==> src/rtl/fx_pkg.sv <==
// Shared FX bus defaults, FSM state encoding and slave return-bus index map.
package fx_pkg;

  localparam int FX_AW     = 22;
  localparam int FX_DW     = 8;
  localparam int FX_SW     = 6;
  localparam int FX_NS     = 36;
  localparam int FX_CNT_W  = 4;

  typedef enum logic [2:0] {
    ST_IDLE,
    ST_WR,
    ST_RD,
    ST_WAIT,
    ST_CAP
  } fx_state_e;

  // Slave return-bus indices, decoded from the top SW bits of the read address
  localparam int SL_CON  = 0;
  localparam int SL_APP  = 1;
  localparam int SL_CHIP = 2;
  localparam int SL_AD1  = 3;
  localparam int SL_DSP1 = 11;
  localparam int SL_P1   = 19;
  localparam int SL_AST1 = 27;

endpackage

==> src/rtl/fx_rr_arb.sv <==
// Round-robin arbiter: first requester at or after pointer rr wins, one-hot grant.
module fx_rr_arb #(
  parameter int NM = 2,
  parameter int PW = (NM > 1) ? $clog2(NM) : 1
) (
  input  logic [NM-1:0] req,
  input  logic [PW-1:0] rr,
  output logic [NM-1:0] grant,
  output logic [PW-1:0] gidx,
  output logic          gvld
);

  int          idx;
  logic [PW-1:0] idx_p;

  always_comb begin
    grant = '0;
    gidx  = '0;
    gvld  = 1'b0;
    idx   = 0;
    idx_p = '0;
    for (int k = 0; k < NM; k++) begin
      idx   = (int'(rr) + k) % NM;
      idx_p = PW'(idx);
      if (!gvld && req[idx_p]) begin
        gvld         = 1'b1;
        grant[idx_p] = 1'b1;
        gidx         = idx_p;
      end
    end
  end

endmodule

==> src/rtl/fx_bus_arb.sv <==
// Registered multi-master FX bus interconnect with decoded (muxed) slave read return.
module fx_bus_arb
  import fx_pkg::*;
#(
  parameter int NM     = 2,
  parameter int NS     = FX_NS,
  parameter int AW     = FX_AW,
  parameter int DW     = FX_DW,
  parameter int SW     = FX_SW,
  parameter int RD_LAT = 2
) (
  input  logic             clk_sys,
  input  logic             rst_n,
  input  logic [NM-1:0]    m_wr,
  input  logic [NM-1:0]    m_rd,
  input  logic [NM*AW-1:0] m_waddr,
  input  logic [NM*AW-1:0] m_raddr,
  input  logic [NM*DW-1:0] m_data,
  output logic [NM-1:0]    m_ack,
  output logic [DW-1:0]    m_q,
  output logic [NM-1:0]    m_qvld,
  output logic [NM-1:0]    m_err,
  output logic             fx_wr,
  output logic             fx_rd,
  output logic [AW-1:0]    fx_waddr,
  output logic [AW-1:0]    fx_raddr,
  output logic [DW-1:0]    fx_data,
  input  logic [NS*DW-1:0] s_q
);

  localparam int PW = (NM > 1) ? $clog2(NM) : 1;

  fx_state_e           state_reg;
  logic [PW-1:0]       rr_reg;
  logic [PW-1:0]       g_reg;
  logic [FX_CNT_W-1:0] cnt_reg;

  logic [NM-1:0] req;
  logic [NM-1:0] grant;
  logic [PW-1:0] gidx;
  logic          gvld;
  logic [PW-1:0] rr_next;
  logic [NM-1:0] g_onehot;

  logic [DW-1:0] s_arr [NS];
  logic [SW-1:0] rd_idx;
  logic          idx_ok;

  assign req      = m_wr | m_rd;
  assign rr_next  = (gidx == PW'(NM - 1)) ? '0 : gidx + 1'b1;
  assign g_onehot = NM'(1) << g_reg;

  fx_rr_arb #(.NM(NM), .PW(PW)) u_arb (
    .req   (req),
    .rr    (rr_reg),
    .grant (grant),
    .gidx  (gidx),
    .gvld  (gvld)
  );

  generate
    for (genvar gi = 0; gi < NS; gi++) begin : g_sl
      assign s_arr[gi] = s_q[gi*DW +: DW];
    end
  endgenerate

  // Only the addressed slave is selected; out-of-range indices return zero
  assign rd_idx = fx_raddr[AW-1 -: SW];
  assign idx_ok = (32'(rd_idx) < 32'(NS));

  always_ff @(posedge clk_sys or negedge rst_n) begin
    if (!rst_n) begin
      state_reg <= ST_IDLE;
      rr_reg    <= '0;
      g_reg     <= '0;
      cnt_reg   <= '0;
      m_ack     <= '0;
      m_q       <= '0;
      m_qvld    <= '0;
      m_err     <= '0;
      fx_wr     <= 1'b0;
      fx_rd     <= 1'b0;
      fx_waddr  <= '0;
      fx_raddr  <= '0;
      fx_data   <= '0;
    end else begin
      case (state_reg)
        ST_IDLE: begin
          if (gvld) begin
            g_reg  <= gidx;
            rr_reg <= rr_next;
            // A simultaneous write+read from one master serves the write first
            if (m_wr[gidx]) begin
              state_reg <= ST_WR;
              fx_wr     <= 1'b1;
              fx_waddr  <= m_waddr[gidx*AW +: AW];
              fx_data   <= m_data[gidx*DW +: DW];
              m_ack     <= grant;
            end else begin
              state_reg <= ST_RD;
              fx_rd     <= 1'b1;
              fx_raddr  <= m_raddr[gidx*AW +: AW];
            end
          end
        end
        ST_WR: begin
          fx_wr     <= 1'b0;
          m_ack     <= '0;
          state_reg <= ST_IDLE;
        end
        ST_RD: begin
          fx_rd     <= 1'b0;
          cnt_reg   <= FX_CNT_W'(RD_LAT - 1);
          state_reg <= ST_WAIT;
        end
        ST_WAIT: begin
          // Capture on the last wait cycle so the pulses are visible during CAP
          if (cnt_reg == '0) begin
            state_reg <= ST_CAP;
            m_q       <= idx_ok ? s_arr[rd_idx] : '0;
            m_qvld    <= g_onehot;
            m_ack     <= g_onehot;
            m_err     <= idx_ok ? '0 : g_onehot;
          end else begin
            cnt_reg <= cnt_reg - 1'b1;
          end
        end
        ST_CAP: begin
          m_qvld    <= '0;
          m_ack     <= '0;
          m_err     <= '0;
          state_reg <= ST_IDLE;
        end
        default: state_reg <= ST_IDLE;
      endcase
    end
  end

endmodule
==> config.mk <==
export PLATFORM = sky130hd
export DESIGN_NAME = fx_bus_arb
export DESIGN_NICKNAME = d
export VERILOG_FILES = /design/src/rtl/fx_pkg.sv /design/src/rtl/fx_rr_arb.sv /design/src/rtl/fx_bus_arb.sv
export SDC_FILE = /design/constraint.sdc
export NUM_CORES = 1
export LEC_CHECK = 0
export CORE_AREA = 2 2 180 182
export CTS_CLUSTER_DIAMETER = 150
export DETAILED_ROUTE_END_ITERATION = 8
export DIE_AREA = 0 0 182 184
export HOLD_SLACK_MARGIN = 0.15
export MAX_ROUTING_LAYER = met4
export PLACE_DENSITY = 0.61
export SETUP_SLACK_MARGIN = 0.05
export SLEW_MARGIN = 20
export SYNTH_ARGS = -nofsm -noshare
export SYNTH_HDL_FRONTEND = slang
export SYNTH_SLANG_ARGS = --single-unit
==> constraint.sdc <==
create_clock -name clk_sys -period 1.65 [get_ports clk_sys]
set_input_delay 0.33 -clock clk_sys [delete_from_list [all_inputs] [get_ports clk_sys]]
set_output_delay 0.33 -clock clk_sys [all_outputs]
set_load 0.1 [all_outputs]
==> impl_metrics.sql <==
INSERT INTO impl_metrics (metric_group, metric, value, unit) VALUES
('logic_synthesis', 'mappedNetlistNets', '955', ''),
('global_routing', 'first_pass_grt_wire_length', '43950', 'um'),
('worst_setup_path', 'setup.worst_path.class', 'reg -> reg', ''),
('routing', 'drtAntennaViolNets', '0', ''),
('timing', 'report.final.slew_viol_count', '0', ''),
('die', 'initial_core_util', '19.12', '%'),
('placement', 'preCtsSetupSlack', '-0.5993', 'ns'),
('worst_setup_path', 'reg_to_reg_critical_path_startpoint', 'fx_raddr[16]', ''),
('pwr', 'worst_supply_voltage_drop_on_vdd', '0.001151', 'V'),
('timing', 'timing.fmax', '0.4774', 'GHz'),
('timing', 'setup_viol_count_final', '20', ''),
('worst_hold_path', 'min-delay-start', 'fx_raddr[11]', ''),
('logic_synthesis', 'syn_area', '0.006001', 'mm^2'),
('worst_setup_path', 'worstPathCellList', 'buf_12 > buf_4 > bufbuf_16 > mux4_2 > a211oi_2 > a21oi_1 > a21o_1', ''),
('run_status', 'run_status', 'finished with violations', ''),
('timing', 'period_needed', '2.095', 'ns'),
('routing', 'drt-wirelength-per-cell', '21.19', 'um'),
('clock_tree', 'clock_latency_on_the_worst_skew_pair', '0.34', 'ns'),
('timing', 'worst_pin_slew', '0.4621', 'ns'),
('logic_synthesis', 'synth_area_leader_cell', 'sky130_fd_sc_hd__dfrtp_1', ''),
('layout', 'fillerInstances', '2874', ''),
('worst_setup_path', 'cp_data_required_time', '1.88', 'ns'),
('timing', 'relSlewSlack', '69.06', '%'),
('worst_setup_path', 'cp-start-kind', 'flop', ''),
('die', 'placement_rows', '65', ''),
('routing', 'vias', '7083', ''),
('clock_tree', 'tritoncts_num_sinks', '77', ''),
('logic_synthesis', 'ys_seq_area_share', '32.11', '%'),
('routing', 'drc', '0', ''),
('layout', 'fin_util', '45.58', '%'),
('pwr', 'power.density_cell_area', '1862', 'mW/mm^2'),
('layout', 'finish.net_count', '1533', ''),
('worst_hold_path', 'worst_hold_path.num_cells', '2', ''),
('logic_synthesis', 'yosys.area_share.xor_xnor', '0', '%'),
('layout', 'regArea', '0.001942', 'mm^2'),
('clock_tree', 'cts.root.buffer_cell', 'sky130_fd_sc_hd__clkbuf_16', ''),
('routing', 'detailedRoute.firstPassIterationCount', '4', ''),
('placement', 'dp_hpwl', '25620', 'um'),
('timing', 'finalHoldViolCount', '0', ''),
('run_status', 'failed_checks', 'negative setup slack', ''),
('logic_synthesis', 'ys_async_sr_fraction', '100.0', '%'),
('layout', 'final_layout_size_suffix_gt1_share', '38.75', '%'),
('layout', 'multiInputGateArea', '0.004499', 'mm^2'),
('clock_tree', 'cts_tree', 'done', ''),
('timing', 'final.period_utilization', '126.9', '%'),
('clock_tree', 'cts-buffers-inserted', '9', ''),
('global_routing', 'maximum_number_of_pins_on_one_net_before_global_route_repair', '78', ''),
('worst_setup_path', 'critPathArrivalTime', '2.33', 'ns'),
('logic_synthesis', 'synth.lib_cells_used.distinct', '46', ''),
('layout', 'syn_to_final_growth', '138.4', '%'),
('global_routing', 'grt_pass1_vias', '7267', ''),
('logic_synthesis', 'compound_gate_fraction_of_synth_area', '14.64', '%'),
('die', 'coreArea', '0.03139', 'mm^2'),
('logic_synthesis', 'synth.top_cells.by_area', 'sky130_fd_sc_hd__dfrtp_1 (32%), sky130_fd_sc_hd__mux4_2 (21%), sky130_fd_sc_hd__mux2i_1 (16%), sky130_fd_sc_hd__a21oi_1 (3.4%), sky130_fd_sc_hd__nor2_1 (3.3%)', ''),
('logic_synthesis', 'ys.flop_type', 'sky130_fd_sc_hd__dfrtp_1', ''),
('logic_synthesis', 'number_of_register_bits_inferred_by_synthesis', '77', ''),
('logic_synthesis', 'synth.yosys.warnings', '0', ''),
('clock_tree', 'cts_max_path_buffers', '2', ''),
('global_routing', 'track_usage', '18.00', '%'),
('worst_setup_path', 'rr_endpoint', 'm_q[7]', ''),
('layout', 'leading_registers_by_flop_count', 'fx_raddr x22, fx_waddr x22', ''),
('worst_setup_path', 'cp_slowest_cell', 'sky130_fd_sc_hd__mux4_2', ''),
('worst_setup_path', 'critical_path.n_buffers_inverters', '3', ''),
('logic_synthesis', 'synthCells', '555', ''),
('routing', 'initialDrtViolationCount', '206', ''),
('worst_setup_path', 'slowest_delay', '0.51', 'ns'),
('die', 'die_height', '184', 'um'),
('logic_synthesis', 'synth-simple-area-share', '9.362', '%'),
('worst_setup_path', 'worst-r2r-cell-count', '7', ''),
('timing', 'finalWorstSetupSlack', '-0.4445', 'ns'),
('worst_setup_path', 'worst-r2r-setup-slack', '-0.44', 'ns');
-- logic make-up (layout without fill, tap and decap cells) --
family	after synthesis	after routing
AO/OA/AOI/OAI	136	136
adder cells (fa/ha/maj)	2	2
buffers and inverters	58	641
flip-flops	77	77
multiplexers	158	158
other	0	2
AND/OR/NAND/NOR	124	124
-- worst min-delay path, cell delays in order (launching register included) --
cell and delay [ns]:
sky130_fd_sc_hd__dfrtp_1 0.39, sky130_fd_sc_hd__nand2_1 0.06, sky130_fd_sc_hd__o21ai_0 0.06
-- cell usage in the layout (no fill, tap or decap), types with 3 or more instances in the layout --
| master | n |
|---|---|
| sky130_fd_sc_hd__clkdlybuf4s50_1 | 392 |
| sky130_fd_sc_hd__buf_4 | 93 |
| sky130_fd_sc_hd__buf_12 | 87 |
| sky130_fd_sc_hd__mux2i_1 | 79 |
| sky130_fd_sc_hd__dfrtp_1 | 71 |
| sky130_fd_sc_hd__mux4_2 | 56 |
| sky130_fd_sc_hd__a21oi_2 | 33 |
| sky130_fd_sc_hd__nor2_4 | 31 |
| sky130_fd_sc_hd__nand2_1 | 30 |
| sky130_fd_sc_hd__buf_6 | 23 |
| sky130_fd_sc_hd__nor2_1 | 19 |
| sky130_fd_sc_hd__clkbuf_16 | 17 |
| sky130_fd_sc_hd__o21ai_0 | 12 |
| sky130_fd_sc_hd__o211ai_1 | 12 |
| sky130_fd_sc_hd__mux2i_2 | 11 |
| sky130_fd_sc_hd__o22ai_1 | 10 |
| sky130_fd_sc_hd__o21ai_2 | 9 |
| sky130_fd_sc_hd__nand2_2 | 8 |
| sky130_fd_sc_hd__o21ai_1 | 8 |
| sky130_fd_sc_hd__nand2_4 | 8 |
| sky130_fd_sc_hd__inv_1 | 7 |
| sky130_fd_sc_hd__a21oi_1 | 7 |
| sky130_fd_sc_hd__a22oi_2 | 6 |
| sky130_fd_sc_hd__a22oi_1 | 6 |
| sky130_fd_sc_hd__nand3_1 | 5 |
| sky130_fd_sc_hd__mux2_4 | 5 |
| sky130_fd_sc_hd__a22o_1 | 5 |
| sky130_fd_sc_hd__mux2i_4 | 5 |
| sky130_fd_sc_hd__a211o_1 | 5 |
| sky130_fd_sc_hd__o221a_2 | 5 |
| sky130_fd_sc_hd__dlygate4sd2_1 | 4 |
| sky130_fd_sc_hd__buf_8 | 4 |
| sky130_fd_sc_hd__buf_16 | 3 |
| sky130_fd_sc_hd__dfrtp_4 | 3 |
| sky130_fd_sc_hd__dfrtp_2 | 3 |
-- worst max path at each step --
stage,slack (ns),depth (start not counted),end,start
2_1_floorplan,-0.32,8,m_q[3],fx_raddr[16]
4_1_cts,-0.47,6,m_q[2],fx_raddr[16]
6_report,-0.44,7,m_q[7],fx_raddr[16]
3_3_place_gp,-0.59,6,m_q[2],s_q[2]
5_1_grt,-0.56,6,m_q[2],fx_raddr[16]
3_5_place_dp,-0.60,6,m_q[2],fx_raddr[16]
-- metrics by stage --
stage | total power, mW | cells | setup TNS [ns] | instance area [um^2] | hold slack [ns]
2_1_floorplan | 14.37 | 555 | -2.574 | 6118 | 0.03441
6_report | 26.65 | 1542 | -3.240 | 14310 | 0.5416
4_1_cts | 25.09 | 1517 | -3.472 | 13340 | 0.5472
5_1_grt | 27.85 | 1541 | -6.131 | 14310 | 0.5670
3_5_place_dp | 21.96 | 1474 | -29.23 | 12570 | 0.4018
3_3_place_gp | 21.82 | 1474 | -26.84 | 12570 | 0.4015
-- per-layer routing --
metal  wire (um)  vias up  GRT usage, %
met5           0        -             -
met4         319        0         3.129
met3        2166       25         3.803
met2       16750      280         30.76
met1       13450     3472         22.21
li1            -     3306             -
-- where the power goes --
group	internal, mW	switching (mW)
combinational	9.58	11.0
clock	1.04	0.912
sequential	2.80	1.30
total	13.4	13.2
-- timing repair --
| item | CTS | global route |
|---|---|---|
| cloned | 5 | 9 |
| pin swaps | 23 | 31 |
| hold buffers | 1 | 0 |
| setup buffers | 22 | 16 |
| endpoints found under the hold margin | 77 | 0 |
| setup endpoints to repair | 73 | 62 |
| gates resized for setup | 47 | 186 |
-- cell usage after synthesis, drive strengths merged (3+ instances only) --
cell type,count
inv,9
o21ai,29
clkbuf,14
o221a,5
nand2,46
buf,35
mux2,7
o2111ai,3
o22ai,11
o211ai,12
a211oi,3
nor2,52
nor3b,3
dfrtp,77
a21oi,41
a22o,5
a22oi,12
a211o,5
mux4,56
nand2b,3
mux2i,95
nand3,5
-- final cells by class --
| cell class | instances | share of cell area [%] |
|---|---|---|
| Clock buffer | 9 | 1.574 |
| Clock inverter | 7 | 0.4022 |
| Multi-Input combinational cell | 420 | 31.44 |
| Inverter | 9 | 0.2361 |
| Tap cell | 402 | 3.515 |
| Sequential cell | 77 | 13.57 |
| Antenna cell | 2 | 0.03498 |
| Timing Repair Buffer | 616 | 49.22 |
Note: power is estimated with default switching activity, not from simulation.
